<file path="src/rtl/key_debounce_sync.sv">
// Push-button front end: two-flop synchroniser, bidirectional debounce FSM,
// and registered press / release / long-press event outputs (key is active-low).
module key_debounce_sync #(
  parameter int unsigned DEBOUNCE_CYCLES = 1000,
  parameter int unsigned LONG_CYCLES     = 50000,
  parameter int unsigned CNT_W           = 16
) (
  input  logic clk,
  input  logic rst_n,
  input  logic key_raw,
  output logic key_out,
  output logic press_pulse,
  output logic release_pulse,
  output logic long_pulse,
  output logic long_held
);

  typedef enum logic [1:0] {
    IDLE         = 2'd0,
    PRESS_WAIT   = 2'd1,
    PRESSED      = 2'd2,
    RELEASE_WAIT = 2'd3
  } state_t;

  localparam logic [CNT_W-1:0] DB_LAST   = CNT_W'(DEBOUNCE_CYCLES - 1);
  localparam logic [CNT_W-1:0] LONG_MAX  = CNT_W'(LONG_CYCLES);
  localparam logic [CNT_W-1:0] LONG_LAST = CNT_W'(LONG_CYCLES - 1);
  localparam logic [CNT_W-1:0] CNT_ONE   = CNT_W'(1);
  localparam logic [CNT_W-1:0] CNT_ZERO  = '0;

  state_t           state_q, state_d;
  logic [CNT_W-1:0] dcnt_q, dcnt_d;
  logic [CNT_W-1:0] lcnt_q, lcnt_d;
  logic             sync1_q, sync1_d;
  logic             sync2_q, sync2_d;
  logic             key_out_q, key_out_d;
  logic             press_q, press_d;
  logic             release_q, release_d;
  logic             long_q, long_d;
  logic             held_q, held_d;

  // Long-press counter step: saturating increment and the one-time fire condition.
  logic [CNT_W-1:0] lcnt_inc_c;
  logic             long_fire_c;

  always_comb begin
    lcnt_inc_c  = (lcnt_q < LONG_MAX) ? (lcnt_q + CNT_ONE) : lcnt_q;
    long_fire_c = (lcnt_q == LONG_LAST);
  end

  // Next-state, counters and registered-output values.
  always_comb begin
    sync1_d   = key_raw;
    sync2_d   = sync1_q;
    state_d   = state_q;
    dcnt_d    = dcnt_q;
    lcnt_d    = lcnt_q;
    key_out_d = key_out_q;
    press_d   = 1'b0;
    release_d = 1'b0;
    long_d    = 1'b0;
    held_d    = held_q;

    case (state_q)
      IDLE: begin
        if (!sync2_q) begin
          state_d = PRESS_WAIT;
          dcnt_d  = CNT_ONE;
        end else begin
          dcnt_d  = CNT_ZERO;
        end
      end

      PRESS_WAIT: begin
        if (sync2_q) begin
          state_d = IDLE;
          dcnt_d  = CNT_ZERO;
        end else if (dcnt_q == DB_LAST) begin
          state_d   = PRESSED;
          key_out_d = 1'b0;
          press_d   = 1'b1;
          dcnt_d    = CNT_ZERO;
          lcnt_d    = CNT_ZERO;
        end else begin
          dcnt_d = dcnt_q + CNT_ONE;
        end
      end

      PRESSED: begin
        lcnt_d = lcnt_inc_c;
        if (long_fire_c) begin
          long_d = 1'b1;
          held_d = 1'b1;
        end
        if (sync2_q) begin
          state_d = RELEASE_WAIT;
          dcnt_d  = CNT_ONE;
        end
      end

      RELEASE_WAIT: begin
        if (sync2_q && (dcnt_q == DB_LAST)) begin
          // An accepted release takes priority over a long-press due on this edge.
          state_d   = IDLE;
          key_out_d = 1'b1;
          release_d = 1'b1;
          held_d    = 1'b0;
          lcnt_d    = CNT_ZERO;
          dcnt_d    = CNT_ZERO;
        end else begin
          lcnt_d = lcnt_inc_c;
          if (long_fire_c) begin
            long_d = 1'b1;
            held_d = 1'b1;
          end
          if (!sync2_q) begin
            state_d = PRESSED;
            dcnt_d  = CNT_ZERO;
          end else begin
            dcnt_d = dcnt_q + CNT_ONE;
          end
        end
      end

      default: begin
        state_d = IDLE;
        dcnt_d  = CNT_ZERO;
      end
    endcase
  end

  // All state, including the synchroniser, resets asynchronously.
  always_ff @(posedge clk or negedge rst_n) begin
    if (!rst_n) begin
      state_q   <= IDLE;
      dcnt_q    <= CNT_ZERO;
      lcnt_q    <= CNT_ZERO;
      sync1_q   <= 1'b1;
      sync2_q   <= 1'b1;
      key_out_q <= 1'b1;
      press_q   <= 1'b0;
      release_q <= 1'b0;
      long_q    <= 1'b0;
      held_q    <= 1'b0;
    end else begin
      state_q   <= state_d;
      dcnt_q    <= dcnt_d;
      lcnt_q    <= lcnt_d;
      sync1_q   <= sync1_d;
      sync2_q   <= sync2_d;
      key_out_q <= key_out_d;
      press_q   <= press_d;
      release_q <= release_d;
      long_q    <= long_d;
      held_q    <= held_d;
    end
  end

  assign key_out       = key_out_q;
  assign press_pulse   = press_q;
  assign release_pulse = release_q;
  assign long_pulse    = long_q;
  assign long_held     = held_q;

endmodule

</file>
<file path="config.mk">
export PLATFORM = sky130hd
export DESIGN_NAME = key_debounce_sync
export DESIGN_NICKNAME = d
export VERILOG_FILES = /design/src/rtl/key_debounce_sync.sv
export SDC_FILE = /design/constraint.sdc
export NUM_CORES = 1
export LEC_CHECK = 0
export ABC_AREA = 1
export CAP_MARGIN = 20
export CORE_MARGIN = 8
export CORE_UTILIZATION = 46
export CTS_CLUSTER_SIZE = 28
export DETAILED_ROUTE_END_ITERATION = 12
export HOLD_SLACK_MARGIN = 0.06
export PLACE_DENSITY = 0.6
export SYNTH_ARGS = -nofsm -noshare
export SYNTH_HDL_FRONTEND = slang
export SYNTH_SLANG_ARGS = --single-unit
</file>
<file path="constraint.sdc">
create_clock -name clk -period 1.8 [get_ports clk]
set_input_delay 0.18 -clock clk [delete_from_list [all_inputs] [get_ports clk]]
set_output_delay 0.18 -clock clk [all_outputs]
set_load 0.005 [all_outputs]
</file>
# --- Word-level counts from Yosys, hierarchy flattened ---
# Cells that the tools add are included.
# Widths: inputs -> output; s select.
word_totals:
  reg_bits: 41
  latchBits: 0
  mem_bits_rw: 0
  romBits: 0
  input_bits: 3
  out_inout_bits: 5
  elab_cells: 67
  n_memories: 0
classes:
  add_sub_neg: 2
  multipliers: 0
  div: 0
  magnitude_cmp: 1
  eq_ne: 12
  n_shift: 0
  n_mux: 34
  bitwise_logic: 0
  n_reduce_logical: 8
op_table:
  columns: ["operator", "count"]
  rows:
  - ["$mux 16", 9]
  - ["$pmux 16 s4", 1]
  - ["$pmux 16 s3", 1]
  - ["$add 16x1->16 const B", 2]
  - ["$eq 16x10->1 const B", 1]
  - ["$eq 16x16->1 const B", 1]
  - ["$lt 16x16->1 const B", 1]
  - ["$mux 1", 13]
  - ["$mux 2", 6]
  - ["$ne 2x2->1 const B", 5]
  - ["$pmux 2 s4", 1]
  - ["$reduce_and 4->1", 2]
  - ["$ne 3x3->1 const B", 2]
  - ["$pmux 1 s2", 3]
  - ["$eq 2x2->1 const B", 2]
  - ["$reduce_bool 2->1", 2]
  - ["$reduce_and 3->1", 1]
  - ["$reduce_bool 3->1", 1]
  - ["$eq 2x1->1 const B", 1]
  - ["$logic_not 2->1", 1]
  - ["$logic_and 1x1->1", 1]

# --- Depth between registers and ports, before layout ---
# Gate-level depths: netlist (run 1).
depth:
  word_depth: 4
  ltp_mapped: 10
  mapped_depth_nobuf: 10

# --- Least setup slack after synthesis (run 1) ---
# OpenSTA, ideal clock, no wires.
synth_timing:
  path_kind: "register to register"
  startpoint: "register lcnt_q[0]"
  endpoint: "register lcnt_q[6]"
  setup_time_ns: 0.125
  t_arrival_ns: 1.311
  t_required_ns: 1.675
  path_slack_ns: 0.364
  path_stages_with_launch: 8
  n_path_buf: 0
  synth_period_minus_slack_ns: 1.436
  path_cell_list: "dfrtp_1 ha_1 nand3_1 nor2_2 xor2_1 nand2_1 nand3_1 nand3_1"
synth_between:
  elab_chain_len: 4
  elab_cells_between_ends: 5
  cone_classes: "1 x add/sub; 1 x order compare; 3 x mux"
synth_rtl:
  columns: ["element", "line", "rtl"]
  rows:
  - ["start: declaration", "33", "logic [CNT_W-1:0] lcnt_q, lcnt_d;"]
  - ["start signal: assignment", "148", "lcnt_q <= lcnt_d;"]
  - ["$add 16x1->16 or $lt 16x16->1 (tied branches)", "47", "lcnt_inc_c = (lcnt_q < LONG_MAX) ? (lcnt_q + CNT_ONE) : lcnt_q;"]
  - ["$mux 16 *", "47", null]
  - ["$mux 16", "102", "if (sync2_q && (dcnt_q == DB_LAST)) begin"]
  - ["$pmux 16 s3 *", "64", "case (state_q)"]
# Every way passes the cells marked *; elsewhere a longest branch is shown, timed or not.
# A chain may end at the register's enable or synchronous reset.

# --- Final worst setup path (run 1) ---
layout_timing:
  startpoint: "register dcnt_q[0]"
  endpoint: "register lcnt_q[10]"
layout_between:
  elab_chain_len: 4
  elab_cells_between_ends: 6
  cone_classes: "2 x eq/ne; 2 x mux; 2 x reduce/logical"
layout_rtl:
  columns: ["element", "line", "rtl"]
  rows:
  - ["start: declaration", "32", "logic [CNT_W-1:0] dcnt_q, dcnt_d;"]
  - ["start signal: assignment", "147", "dcnt_q <= dcnt_d;"]
  - ["$eq 16x10->1 *", "78, 102", null]
  - ["$logic_and 1x1->1", "102", null]
  - ["$mux 16", "102", null]
  - ["$pmux 16 s3", "64", null]
# Marks and branches as above.

==> results of run 1 <==
[cell usage after synthesis (2+ instances only)]
cell type	instances	area, um^2
a21oi_1	7	35.0
buf_2	5	25.0
buf_6	3	33.8
clkinv_1	3	11.3
dfrtp_1	38	951
dfstp_2	3	78.8
ha_1	2	25.0
inv_1	36	135
inv_2	8	30.0
nand2_1	90	338
nand2_2	12	75.1
nand3_1	71	355
nand3_2	2	20.0
nand4_1	19	119
nor2_1	33	124
nor2_2	9	56.3
nor2_4	2	22.5
nor3_1	6	30.0
nor4_1	3	18.8
o21ai_0	3	15.0
o21ai_1	7	35.0
xor2_1	9	78.8
[logic make-up after synthesis]
kind of cell | count (synthesis)
and+or+nand+nor | 250
xor gates and xnor gates | 10
AOI/OAI and AO/OA | 24
DFF | 41
adders and majority gates | 2
buffers and inverters | 59
[repair_timing]
action,CTS,global route
hold endpoints to repair,38,0
setup endpoints to repair,0,0
setup buffers,0,0
hold buffers,1,0
[worst paths after layout]
kind | from | end | cells after the start
min reg2reg | sync1_q$_DFF_PN1_ | sync2_q$_DFF_PN1_ | 0
min | key_raw | sync1_q$_DFF_PN1_ | 1
max in group asynchronous | rst_n | sync1_q$_DFF_PN1_ | 3
max | dcnt_q[0]$_DFFE_PN0N_ | lcnt_q[10]$_DFFE_PN0P_ | 6
max reg2reg | dcnt_q[0]$_DFFE_PN0N_ | lcnt_q[10]$_DFFE_PN0P_ | 6
min in group asynchronous | rst_n | lcnt_q[2]$_DFFE_PN0P_ | 3
[critical path, cell delays in order (launching register included)]
cell and delay (ns):
dfrtp_1 0.38, ha_1 0.22, nand2_2 0.11, nor3_4 0.24, nand4_4 0.31, nand3_1 0.16, nand3_1 0.09
[power breakdown]
part	internal (W)	switching (W)
logic	0.0000135	0.0000380
clock network	0.000416	0.000377
registers	0.000929	0.00000867
[metrics by stage]
step / instances / power (W)
floorplan: 386 / 0.000976
global placement: 465 / 0.00101
detailed placement: 465 / 0.00101
CTS: 474 / 0.00180
global route: 474 / 0.00184
finish: 474 / 0.00178
[per-layer routing]
metal / global-route usage [%] / up-vias / part of all wire [%]
met5: 0 / - / 0
met4: 5.77 / 0 / 1.1
met3: 2.80 / 8 / 3.1
met2: 28.5 / 35 / 50
met1: 19.7 / 1189 / 46
li1: - / 1290 / -
[state kept, by name, summed over array words and instances, names as in the netlist]
signal,flops
sync1_q,1
key_out,1
sync2_q,1
release_pulse,1
press_pulse,1
lcnt_q,16
state_q,2
long_pulse,1
long_held,1
dcnt_q,16
[final cells by class]
class	count	area (um^2)	share of cell area [%]
Timing Repair Buffer	16	135	4.49
Clock buffer	5	68.8	2.29
Tap cell	75	93.8	3.12
Inverter	48	181	6.02
Multi-Input combinational cell	286	1460	48.4
Sequential cell	41	1030	34.2
Clock inverter	3	46.3	1.54
==> flow_summary.json, run 1 <==
{
  "setup_violations": 0,
  "n_fill_cell": 578,
  "gp_congestion": 0.892,
  "overflow": 0,
  "synth_compound_area_share_pct": 5.11,
  "htree_levels": 2,
  "drive_gt1_share_pct": 14.5,
  "dp_hpwl_um": 4650,
  "preCtsSetupSlack_ns": 0.181,
  "finalWirelength_um": 6580,
  "grt_max_degree": 42,
  "max_slew.worst_pin.slew_ns": 0.541,
  "synth_fa_ha_area_share_pct": 0.913,
  "yosysWarnings": 0,
  "drv_cap": 0,
  "cp_data_required_time_ns": 1.99,
  "crit_type": "reg2reg",
  "grt_pass1_wl_um": 11500,
  "die_h_um": 93.2,
  "initial_core_util_pct": 46.9,
  "syn_avg_cell_area_um2": 7.10,
  "hold_class": "in2reg",
  "num_vias": 2522,
  "p_per_area_mw_per_mm2": 591,
  "mappedNetlistNets": 391,
  "ys_ff_latch": 41,
  "post_cts_resized": 0,
  "skew_ns": 0.00617,
  "num_antenna_cells": 0,
  "grt_usage_pct": 16.3,
  "clk_latency_ns": 0.31,
  "p_leak_nw": 1.36,
  "period_share_pct": 90.8,
  "layout_setup_ws_ns": 0.166,
  "grt_antenna_before_repair": 0,
  "nets": 403,
  "ant_nets": 0,
  "rsz0062_at_grt": "no",
  "status": "completed",
  "first_global_vias": 2455,
  "synth_top_family_by_area": "simple AND/OR/NAND/NOR gates",
  "fin_hold_ws_ns": 0.271,
  "period_minus_slack_ns": 1.63,
  "synthCells": 386,
  "r2r_slack_ns": 0.17,
  "drt-vias-per-instance": 5.32,
  "max_freq_ghz": 0.612,
  "ys_seq_area_share_pct": 37.6,
  "cp.arrival_ns": 1.83,
  "postPlaceCellArea_mm2": 0.00289,
  "ys.flop_type": "dfrtp_1",
  "syn_area_mm2": 0.00274,
  "cts_tree": "yes",
  "startpoint_type": "flip-flop",
  "synthXorXnorAreaFrac_pct": 3.19,
  "final_util_pct": 51.5,
  "async_flop_share_pct": 100,
  "clockRootBuffer": "clkbuf_8",
  "drc_errors": 0,
  "clkTransAtPathRegs_ns": 0.08,
  "dieWidth_um": 93.2,
  "cts_buffers": 5,
  "cts_buffer_depth": 2,
  "relSlewSlack_pct": 63.9,
  "muxShareOfSynthArea_pct": 0,
  "synth-edff-count": 0,
  "port-buffer-count": 7,
  "cts.sinks": 41,
  "cp_max_fo": 16,
  "ios": 8,
  "final_cell_mix": "nand2_1 (90), nand3_1 (71), dfrtp_1 (38)",
  "drtPass1Iterations": 4,
  "wl_per_cell_um": 13.9,
  "layout_commonest_cell": "nand2_1",
  "drtIter0Drc": 105,
  "yosys.area_share.simple_pct": 43.9,
  "rows": 28,
  "die-area_mm2": 0.00869,
  "final_area_mm2": 0.00301,
  "area_growth_pct": 9.86,
  "irDropWorstVdd_v": 0.000499,
  "end_kind": "flip-flop",
  "netlist-cell-type-count": 37,
  "core_mm2": 0.00585,
  "finalSetupTns_ns": 0,
  "slew_viol_final": 0,
  "hold_violations": 0
}
Power figures use the tool's default switching activity.
==> run 2, diff against run 1 <==
--- a/config.mk
+++ b/config.mk
@@ -9,10 +9,11 @@
 export CAP_MARGIN = 20
 export CORE_MARGIN = 8
 export CORE_UTILIZATION = 46
-export CTS_CLUSTER_SIZE = 28
+export CTS_CLUSTER_SIZE = 16
 export DETAILED_ROUTE_END_ITERATION = 12
 export HOLD_SLACK_MARGIN = 0.06
 export PLACE_DENSITY = 0.6
+export SLEW_MARGIN = 15
 export SYNTH_ARGS = -nofsm -noshare
 export SYNTH_HDL_FRONTEND = slang
 export SYNTH_SLANG_ARGS = --single-unit
==> results of run 2 <==
The final DEF is identical to that of run 1; final timing and power are the same.
